## src/rtl/ps2_frame_receiver.sv

```systemverilog
// ps2_frame_receiver: receives PS/2 keyboard frames and decodes scan-code sequences.
//   Clock, Reset      : system clock, asynchronous active-high reset
//   iPS2_CLK/iPS2_DATA: raw keyboard clock/data, asynchronous to Clock
//   oKeyCode          : final (non-prefix) byte of a key sequence, held until next oKeyValid
//   oRelease          : F0 prefix preceded oKeyCode
//   oExtended         : E0 prefix preceded oKeyCode
//   oKeyValid         : one-cycle strobe qualifying oKeyCode/oRelease/oExtended
//   oParityError      : one-cycle strobe, frame failed parity or stop-bit check
//   oFrameError       : one-cycle strobe, frame aborted by inter-bit timeout
module ps2_frame_receiver #(
  parameter int unsigned FILTER_LEN     = 4,
  parameter int unsigned TIMEOUT_CYCLES = 25000
) (
  input  logic       Clock,
  input  logic       Reset,
  input  logic       iPS2_CLK,
  input  logic       iPS2_DATA,
  output logic [7:0] oKeyCode,
  output logic       oRelease,
  output logic       oExtended,
  output logic       oKeyValid,
  output logic       oParityError,
  output logic       oFrameError
);

  localparam int unsigned FCW = $clog2(FILTER_LEN + 1);
  localparam int unsigned TCW = $clog2(TIMEOUT_CYCLES + 1);

  typedef enum logic [1:0] {
    IDLE   = 2'd0,
    DATA   = 2'd1,
    PARITY = 2'd2,
    STOP   = 2'd3
  } state_e;

  // Synchronizers
  logic clk_s1_q, clk_s2_q, data_s1_q, data_s2_q;

  // Glitch filter
  logic           filt_q, filt_d;
  logic [FCW-1:0] fcnt_q, fcnt_d;
  logic           sample_c;

  // Frame FSM and datapath
  state_e         state_q, state_d;
  logic [2:0]     bit_cnt_q, bit_cnt_d;
  logic [7:0]     shift_q, shift_d;
  logic           par_q, par_d;
  logic [TCW-1:0] tmo_q, tmo_d;
  logic           rel_flag_q, rel_flag_d;
  logic           ext_flag_q, ext_flag_d;

  // Registered outputs
  logic [7:0] key_code_q, key_code_d;
  logic       release_q, release_d;
  logic       extended_q, extended_d;
  logic       key_valid_q, key_valid_d;
  logic       par_err_q, par_err_d;
  logic       frm_err_q, frm_err_d;

  // Two-flop synchronizers, idle-high
  always_ff @(posedge Clock or posedge Reset) begin
    if (Reset) begin
      clk_s1_q  <= 1'b1;
      clk_s2_q  <= 1'b1;
      data_s1_q <= 1'b1;
      data_s2_q <= 1'b1;
    end else begin
      clk_s1_q  <= iPS2_CLK;
      clk_s2_q  <= clk_s1_q;
      data_s1_q <= iPS2_DATA;
      data_s2_q <= data_s1_q;
    end
  end

  // Filtered clock flips after FILTER_LEN consecutive samples at the opposite level
  always_comb begin
    filt_d = filt_q;
    fcnt_d = '0;
    if (clk_s2_q != filt_q) begin
      if (fcnt_q == FCW'(FILTER_LEN - 1)) begin
        filt_d = clk_s2_q;
      end else begin
        fcnt_d = fcnt_q + FCW'(1);
      end
    end
  end

  // Sample event: the cycle in which the filtered clock commits a 1->0 change
  assign sample_c = filt_q & ~filt_d;

  // Next-state, datapath and output logic
  always_comb begin
    state_d     = state_q;
    bit_cnt_d   = bit_cnt_q;
    shift_d     = shift_q;
    par_d       = par_q;
    rel_flag_d  = rel_flag_q;
    ext_flag_d  = ext_flag_q;
    key_code_d  = key_code_q;
    release_d   = release_q;
    extended_d  = extended_q;
    key_valid_d = 1'b0;
    par_err_d   = 1'b0;
    frm_err_d   = 1'b0;
    tmo_d       = (state_q == IDLE) ? '0 : tmo_q + TCW'(1);

    if (sample_c) begin
      tmo_d = '0;
      case (state_q)
        IDLE: begin
          if (!data_s2_q) begin
            state_d   = DATA;
            bit_cnt_d = 3'd0;
          end
        end
        DATA: begin
          shift_d   = {data_s2_q, shift_q[7:1]};
          bit_cnt_d = bit_cnt_q + 3'd1;
          if (bit_cnt_q == 3'd7) begin
            state_d = PARITY;
          end
        end
        PARITY: begin
          par_d   = data_s2_q;
          state_d = STOP;
        end
        STOP: begin
          state_d   = IDLE;
          bit_cnt_d = 3'd0;
          if (data_s2_q && (^{shift_q, par_q})) begin
            if (shift_q == 8'hF0) begin
              rel_flag_d = 1'b1;
            end else if (shift_q == 8'hE0) begin
              ext_flag_d = 1'b1;
            end else begin
              key_code_d  = shift_q;
              release_d   = rel_flag_q;
              extended_d  = ext_flag_q;
              key_valid_d = 1'b1;
              rel_flag_d  = 1'b0;
              ext_flag_d  = 1'b0;
            end
          end else begin
            par_err_d  = 1'b1;
            rel_flag_d = 1'b0;
            ext_flag_d = 1'b0;
          end
        end
        default: state_d = IDLE;
      endcase
    end else if ((state_q != IDLE) && (tmo_q == TCW'(TIMEOUT_CYCLES - 1))) begin
      // Keyboard went silent mid-frame: abandon it
      state_d    = IDLE;
      bit_cnt_d  = 3'd0;
      tmo_d      = '0;
      frm_err_d  = 1'b1;
      rel_flag_d = 1'b0;
      ext_flag_d = 1'b0;
    end
  end

  // State registers
  always_ff @(posedge Clock or posedge Reset) begin
    if (Reset) begin
      filt_q      <= 1'b1;
      fcnt_q      <= '0;
      state_q     <= IDLE;
      bit_cnt_q   <= '0;
      shift_q     <= '0;
      par_q       <= 1'b0;
      tmo_q       <= '0;
      rel_flag_q  <= 1'b0;
      ext_flag_q  <= 1'b0;
      key_code_q  <= '0;
      release_q   <= 1'b0;
      extended_q  <= 1'b0;
      key_valid_q <= 1'b0;
      par_err_q   <= 1'b0;
      frm_err_q   <= 1'b0;
    end else begin
      filt_q      <= filt_d;
      fcnt_q      <= fcnt_d;
      state_q     <= state_d;
      bit_cnt_q   <= bit_cnt_d;
      shift_q     <= shift_d;
      par_q       <= par_d;
      tmo_q       <= tmo_d;
      rel_flag_q  <= rel_flag_d;
      ext_flag_q  <= ext_flag_d;
      key_code_q  <= key_code_d;
      release_q   <= release_d;
      extended_q  <= extended_d;
      key_valid_q <= key_valid_d;
      par_err_q   <= par_err_d;
      frm_err_q   <= frm_err_d;
    end
  end

  assign oKeyCode     = key_code_q;
  assign oRelease     = release_q;
  assign oExtended    = extended_q;
  assign oKeyValid    = key_valid_q;
  assign oParityError = par_err_q;
  assign oFrameError  = frm_err_q;

endmodule
```

## config.mk

```make
export PLATFORM = sky130hd
export DESIGN_NAME = ps2_frame_receiver
export DESIGN_NICKNAME = d
export VERILOG_FILES = /design/src/rtl/ps2_frame_receiver.sv
export SDC_FILE = /design/constraint.sdc
export NUM_CORES = 1
export LEC_CHECK = 0
export CORE_ASPECT_RATIO = 0.8
export CORE_MARGIN = 1
export CORE_UTILIZATION = 60
export CTS_BUF_LIST = sky130_fd_sc_hd__clkbuf_8
export DETAILED_ROUTE_END_ITERATION = 10
export PLACE_DENSITY = 0.81
export SETUP_SLACK_MARGIN = 0.2
export SLEW_MARGIN = 40
export SYNTH_ARGS = -nofsm -noshare
export SYNTH_HDL_FRONTEND = slang
export SYNTH_SLANG_ARGS = --single-unit
```

## constraint.sdc

```tcl
create_clock -name Clock -period 3.12 [get_ports Clock]
set_clock_uncertainty 0.2 [all_clocks]
set_input_delay 0.624 -clock Clock [delete_from_list [all_inputs] [get_ports Clock]]
set_output_delay 0.624 -clock Clock [all_outputs]
set_load 0.01 [all_outputs]
```

Word level (Yosys, flattened, before mapping):

Index checks and enable logic that the tools add are counted.

* memory bits (read-only): 0
* RAM bits: 0
* input port bits: 4
* memories: 0
* register bits: 52
* bits in latches: 0

* shifts and indexed selects: 0
* divide/modulo/power cells: 0
* reduce and logical (&&, ||, !) cells: 13
* eq/ne operators: 15
* bitwise operators: 4
* mux-type cells: 37
* magnitude comparators: 0
* $mul: 0
* $add $sub $neg: 3

Operators by type and width (count)
* $mux 15: 3
* $mux 1: 23
* $eq 8x8->1 const B: 2
* $add 15x1->15 const B: 1
* $eq 15x15->1 const B: 1
* $mux 3: 5
* $reduce_and 3->1: 4
* $ne 3x3->1 const B: 3
* $pmux 3 s3: 1
* $reduce_xor 9->1: 1
* $mux 2: 4
* $pmux 2 s4: 1
* $add 3x1->3 const B: 2
* $reduce_and 5->1: 1
* $eq 2x2->1 const B: 2
* $ne 4x1->1 const B: 1
* $ne 4x4->1 const B: 1
* $reduce_and 2->1: 2
* $reduce_bool 2->1: 2
* $eq 3x2->1 const B: 1
* $eq 3x3->1 const B: 1
* $not 1->1: 3
* $eq 2x1->1 const B: 1
* $logic_and 1x1->1: 2
* other kinds (4): 4

Logic depth before layout (Yosys ltp):

* depth in word-level cells: 7
* gate-level depth with buffers: 7
* mapped depth without buffers: 7

Worst setup path before layout:

No wires, ideal clock.

* path type: reg2reg
* from: reg shift_q[3]
* to: reg extended_q, in the netlist oExtended
* period minus slack after synthesis: 2.173 ns
* data arrival time: 1.848 ns
* stages on the path, launching flop included: 7
* path buffers: 1
* required time: 2.795 ns
* slack: 0.947 ns
* cell sequence: dfrtp_1 > xnor2_1 > xnor3_2 > xnor2_1 > and4b_4 > buf_12 > mux2_4

* word-level cells in the longest chain between the ends: 3

RTL lines
* start: declaration: RTL line 47 `logic [7:0] shift_q, shift_d;`
* start signal: assignment: RTL line 186 `shift_q <= shift_d;`
* $eq 8x8->1, or another cell as far along: RTL line 134 `end else if (shift_q == 8'hE0) begin`
* $not 1->1 (no line) or $logic_and 1x1->1 (tied branches)
* $reduce_and 5->1 (no line) (*)
* end signal: assignment: RTL line 193 `extended_q <= extended_d;`
* end: declaration: RTL line 56 `logic extended_q, extended_d;`

Every way passes the cells marked *; elsewhere a longest branch is shown, timed or not.
A chain may end at the register's enable or synchronous reset.

Final worst setup path:

* from: reg state_q[0]
* to: reg bit_cnt_q[0]

* word-level cells in the longest chain between the ends: 4

RTL lines
* start: declaration: RTL line 45 `state_e state_q, state_d;`
* start signal: assignment: RTL line 184 `state_q <= state_d;`
* branches (longest 4 deep; another with $ne 4x1->1)
* end signal: assignment: RTL line 185 `bit_cnt_q <= bit_cnt_d;`
* end: declaration: RTL line 46 `logic [2:0] bit_cnt_q, bit_cnt_d;`

Parallel ways; which one is timed is not known.

==> results.yml <==
status:
  status: "completed"
setup_path:
  cp_num_buf_inv: 1
  reg2reg_depth: 7
  r2r_start: "state_q[0]"
  critPathMaxStageDelay_ps: 410
  crit_type: "reg2reg"
  path_cells: "inv_1 > ha_1 > nor4bb_1 > nand4_1 > a21oi_1 > o41ai_1 > mux2_2"
  critPathTopFamily: "simple AND/OR/NAND/NOR gates"
  cpMaxStageDelayCell: "dfrtp_1"
  cp.required_ps: 3120
  r2r-end: "bit_cnt_q[0]"
  cp-end-kind: "register"
  worst_setup_path_start_kind: "register"
  cp_max_fo: 5
  arrival_ps: 2420
  reg2reg_slack_ps: 700
timing:
  finalMaxSlewViolations: 0
  period_minus_slack_ps: 2420
  setup_ws_ps: 697
  slew_headroom_pct: 59.0
  setup_viol_count_final: 0
  max_freq_mhz: 413
  rsz0062_at_grt: "false"
  worst_pin_slew_ps: 607
  fin_crit_sh_pct: 77.6
  finalSetupTns_ps: 0
  hold_violations: 0
die:
  core-area_um2: 3780
  num_io_pins: 17
  row_count: 20
  die_h_um: 58.2
  design.die.area_um2: 4200
  fp.dieW_um: 72.2
  start_util_pct: 62.6
placed_design:
  dp_cells: 260
  numPortBuffers: 16
  gp_congestion: 0.868
  dp_hpwl_um: 2980
  dpl_worst_slack_ps: 748
clock_network:
  ctsHoldBuffers: 0
  cts_resized: 0
  cts_tree: "yes"
  clk_pin_slew_ps: 90
  cts_buffer_depth: 2
  cts_buffers: 5
  post-cts-setup-buffer-count: 0
  cts_max_level: 2
  cts-root-buf: "clkbuf_8"
  numClockSinks: 52
  clk_latency_ps: 310
power:
  pwr-share-clk_pct: 28.7
  internal-power_uw: 992
  power_density_nw_per_um2: 516
  max-vdd-ir-drop_mv: 0.368
  power_frac_comb_pct: 16.1
  p_seq_share_pct: 55.1
  power_switching_uw: 392
  swShare_pct: 28.3
  power.leakage_uw: 0.00123
detailed_routing:
  vias_per_cell: 5.41
  route.detailed.drc: 0
  drt_iter0_markers: 69
  dr.pass1.iters: 4
  ant_nets: 0
  wl_um: 4030
  dr_total_vias: 1451
  wire_per_inst_um: 15.1
logic_synthesis:
  synth_seq_cells: 52
  async_reset_ff_share_pct: 100
  ys_warn_count: 0
  seq_area_frac_synth_pct: 55.3
  netlist_instances: 189
  ys_types: 35
  syn_area_um2: 2360
  synth_largest_area_cell: "dfrtp_1"
  syn_area_per_cell_um2: 12.5
  synthTopCellsByArea: "dfrtp_1, mux2_4, dfstp_2"
  synth_top_area_share_pct: 49.7
  ys.flop_type: "dfrtp_1"
  synth_edf_count: 0
  synth_nets: 201
min_path:
  hold_start: "clk_s1_q"
  holdPathEnd: "clk_s2_q"
  hp-class: "reg2reg"
  holdPathStages: 0
global_route:
  grt_pass1_wl_um: 6710
  grt_pass1_vias: 1446
  grt_overflow: 0
  antenna_found_initial: 0
  grt_util_all_layers_pct: 21.9
  grt_max_degree: 24
finish:
  ff_latch_area_um2: 1310
  drive_gt1_share_pct: 20.2
  multiInputGateArea_um2: 1010
  area_growth_pct: 13.4
  fill_cells: 267
  layoutNonFillerInstCount: 268
  antennaDiodeCount: 0
  nets: 224
flow_run:
  cap_violations: 0
## cells in the final DEF, fill, tap and decap left out, types with 6 or more instances in the layout
| master | count |
|---|---|
| dfrtp_1 | 47 |
| nor2_1 | 22 |
| clkdlybuf4s50_1 | 16 |
| nand2_1 | 11 |
| mux2_2 | 11 |
| xor2_1 | 10 |
| nand3_1 | 9 |
| xnor2_1 | 9 |
| mux2_4 | 9 |
| ha_1 | 8 |
| clkbuf_8 | 6 |
## cell usage after synthesis, drive strengths merged (2+ instances only)
library cell	n
nand4	4
nor3	4
dfstp	5
and3	4
dfrtp	47
inv	5
a21bo	3
nand3	9
mux2	20
nor4bb	2
xnor2	10
xor2	10
buf	2
nor2b	2
o21ai	3
ha	8
nand2	11
nor2	22
nor3b	2
a21oi	4
## cells by family after synthesis
kind of cell	count (synthesis)	share of synthesized area, %
AO/OA/AOI/OAI	13	3.81
adder cells (fa/ha/maj)	8	4.23
flip-flops	52	55.3
buffers and inverters	8	2.01
multiplexers	20	11.0
XOR/XNOR	21	8.73
AND/OR/NAND/NOR	67	15.0
## power by group through the flow
stage                     Clock, uW  Sequential (uW)  Combinational (uW)
after floorplan                   0              765                 177
final                           398              763                 223
after global routing            433              767                 255
after CTS                       403              763                 228
after detailed placement          0              776                 225
after global placement            0              770                 208
## per-stage QoR
stage / hold WS, ps / instance area [um2] / utilization [%] / power [uW]
6_report: 161 / 2680 / 71.0 / 1380
3_3_place_gp: 147 / 2590 / 68.5 / 978
3_5_place_dp: 149 / 2590 / 68.5 / 1000
4_1_cts: 163 / 2680 / 71.0 / 1390
5_1_grt: 164 / 2680 / 71.0 / 1460
2_1_floorplan: 145 / 2360 / - / 942
## flip-flops by register name (all words and copies together), names as in the netlist
register and flops:
tmo_q 15, oKeyCode 8, shift_q 8, bit_cnt_q 3, fcnt_q 3, state_q 2
clk_s1_q 1, clk_s2_q 1, data_s1_q 1, data_s2_q 1, ext_flag_q 1, filt_q 1
oExtended 1, oFrameError 1, oKeyValid 1, oParityError 1, oRelease 1, par_q 1
rel_flag_q 1
## area by class of cell
cell class / instances / area share, %
Multi-Input combinational cell: 129 / 37.7
Clock buffer: 6 / 3.08
Inverter: 5 / 0.700
Timing Repair Buffer: 19 / 6.81
Clock inverter: 2 / 0.420
Tap cell: 55 / 2.57
Sequential cell: 52 / 48.8
## metal layers
metal	up-vias	track usage, %	share of wire, %	routed length, um
li1	699	-	-	-
met3	9	6.43	4.1	167
met5	-	0	0	0
met2	33	31.2	46	1870
met1	710	30.3	47	1920
met4	0	11.8	2.1	83
## worst reg2reg max path: stages (launching register included)
cell	delay [ps]
dfrtp_1	410
inv_1	80
ha_1	260
nor4bb_1	310
nand4_1	240
a21oi_1	320
o41ai_1	190
mux2_2	300
## how the worst max path moves through the flow
stage	from	end	slack (ps)	cells past startpoint
6_report	state_q[0]	bit_cnt_q[0]	700	7
5_1_grt	state_q[0]	rel_flag_q	520	7
4_1_cts	state_q[0]	bit_cnt_q[0]	720	7
3_5_place_dp	fcnt_q[0]	oKeyCode[7]	750	6
3_3_place_gp	shift_q[3]	oKeyCode[7]	830	5
2_1_floorplan	shift_q[3]	oExtended	950	6
No activity file was read; power rests on OpenSTA's default activity.
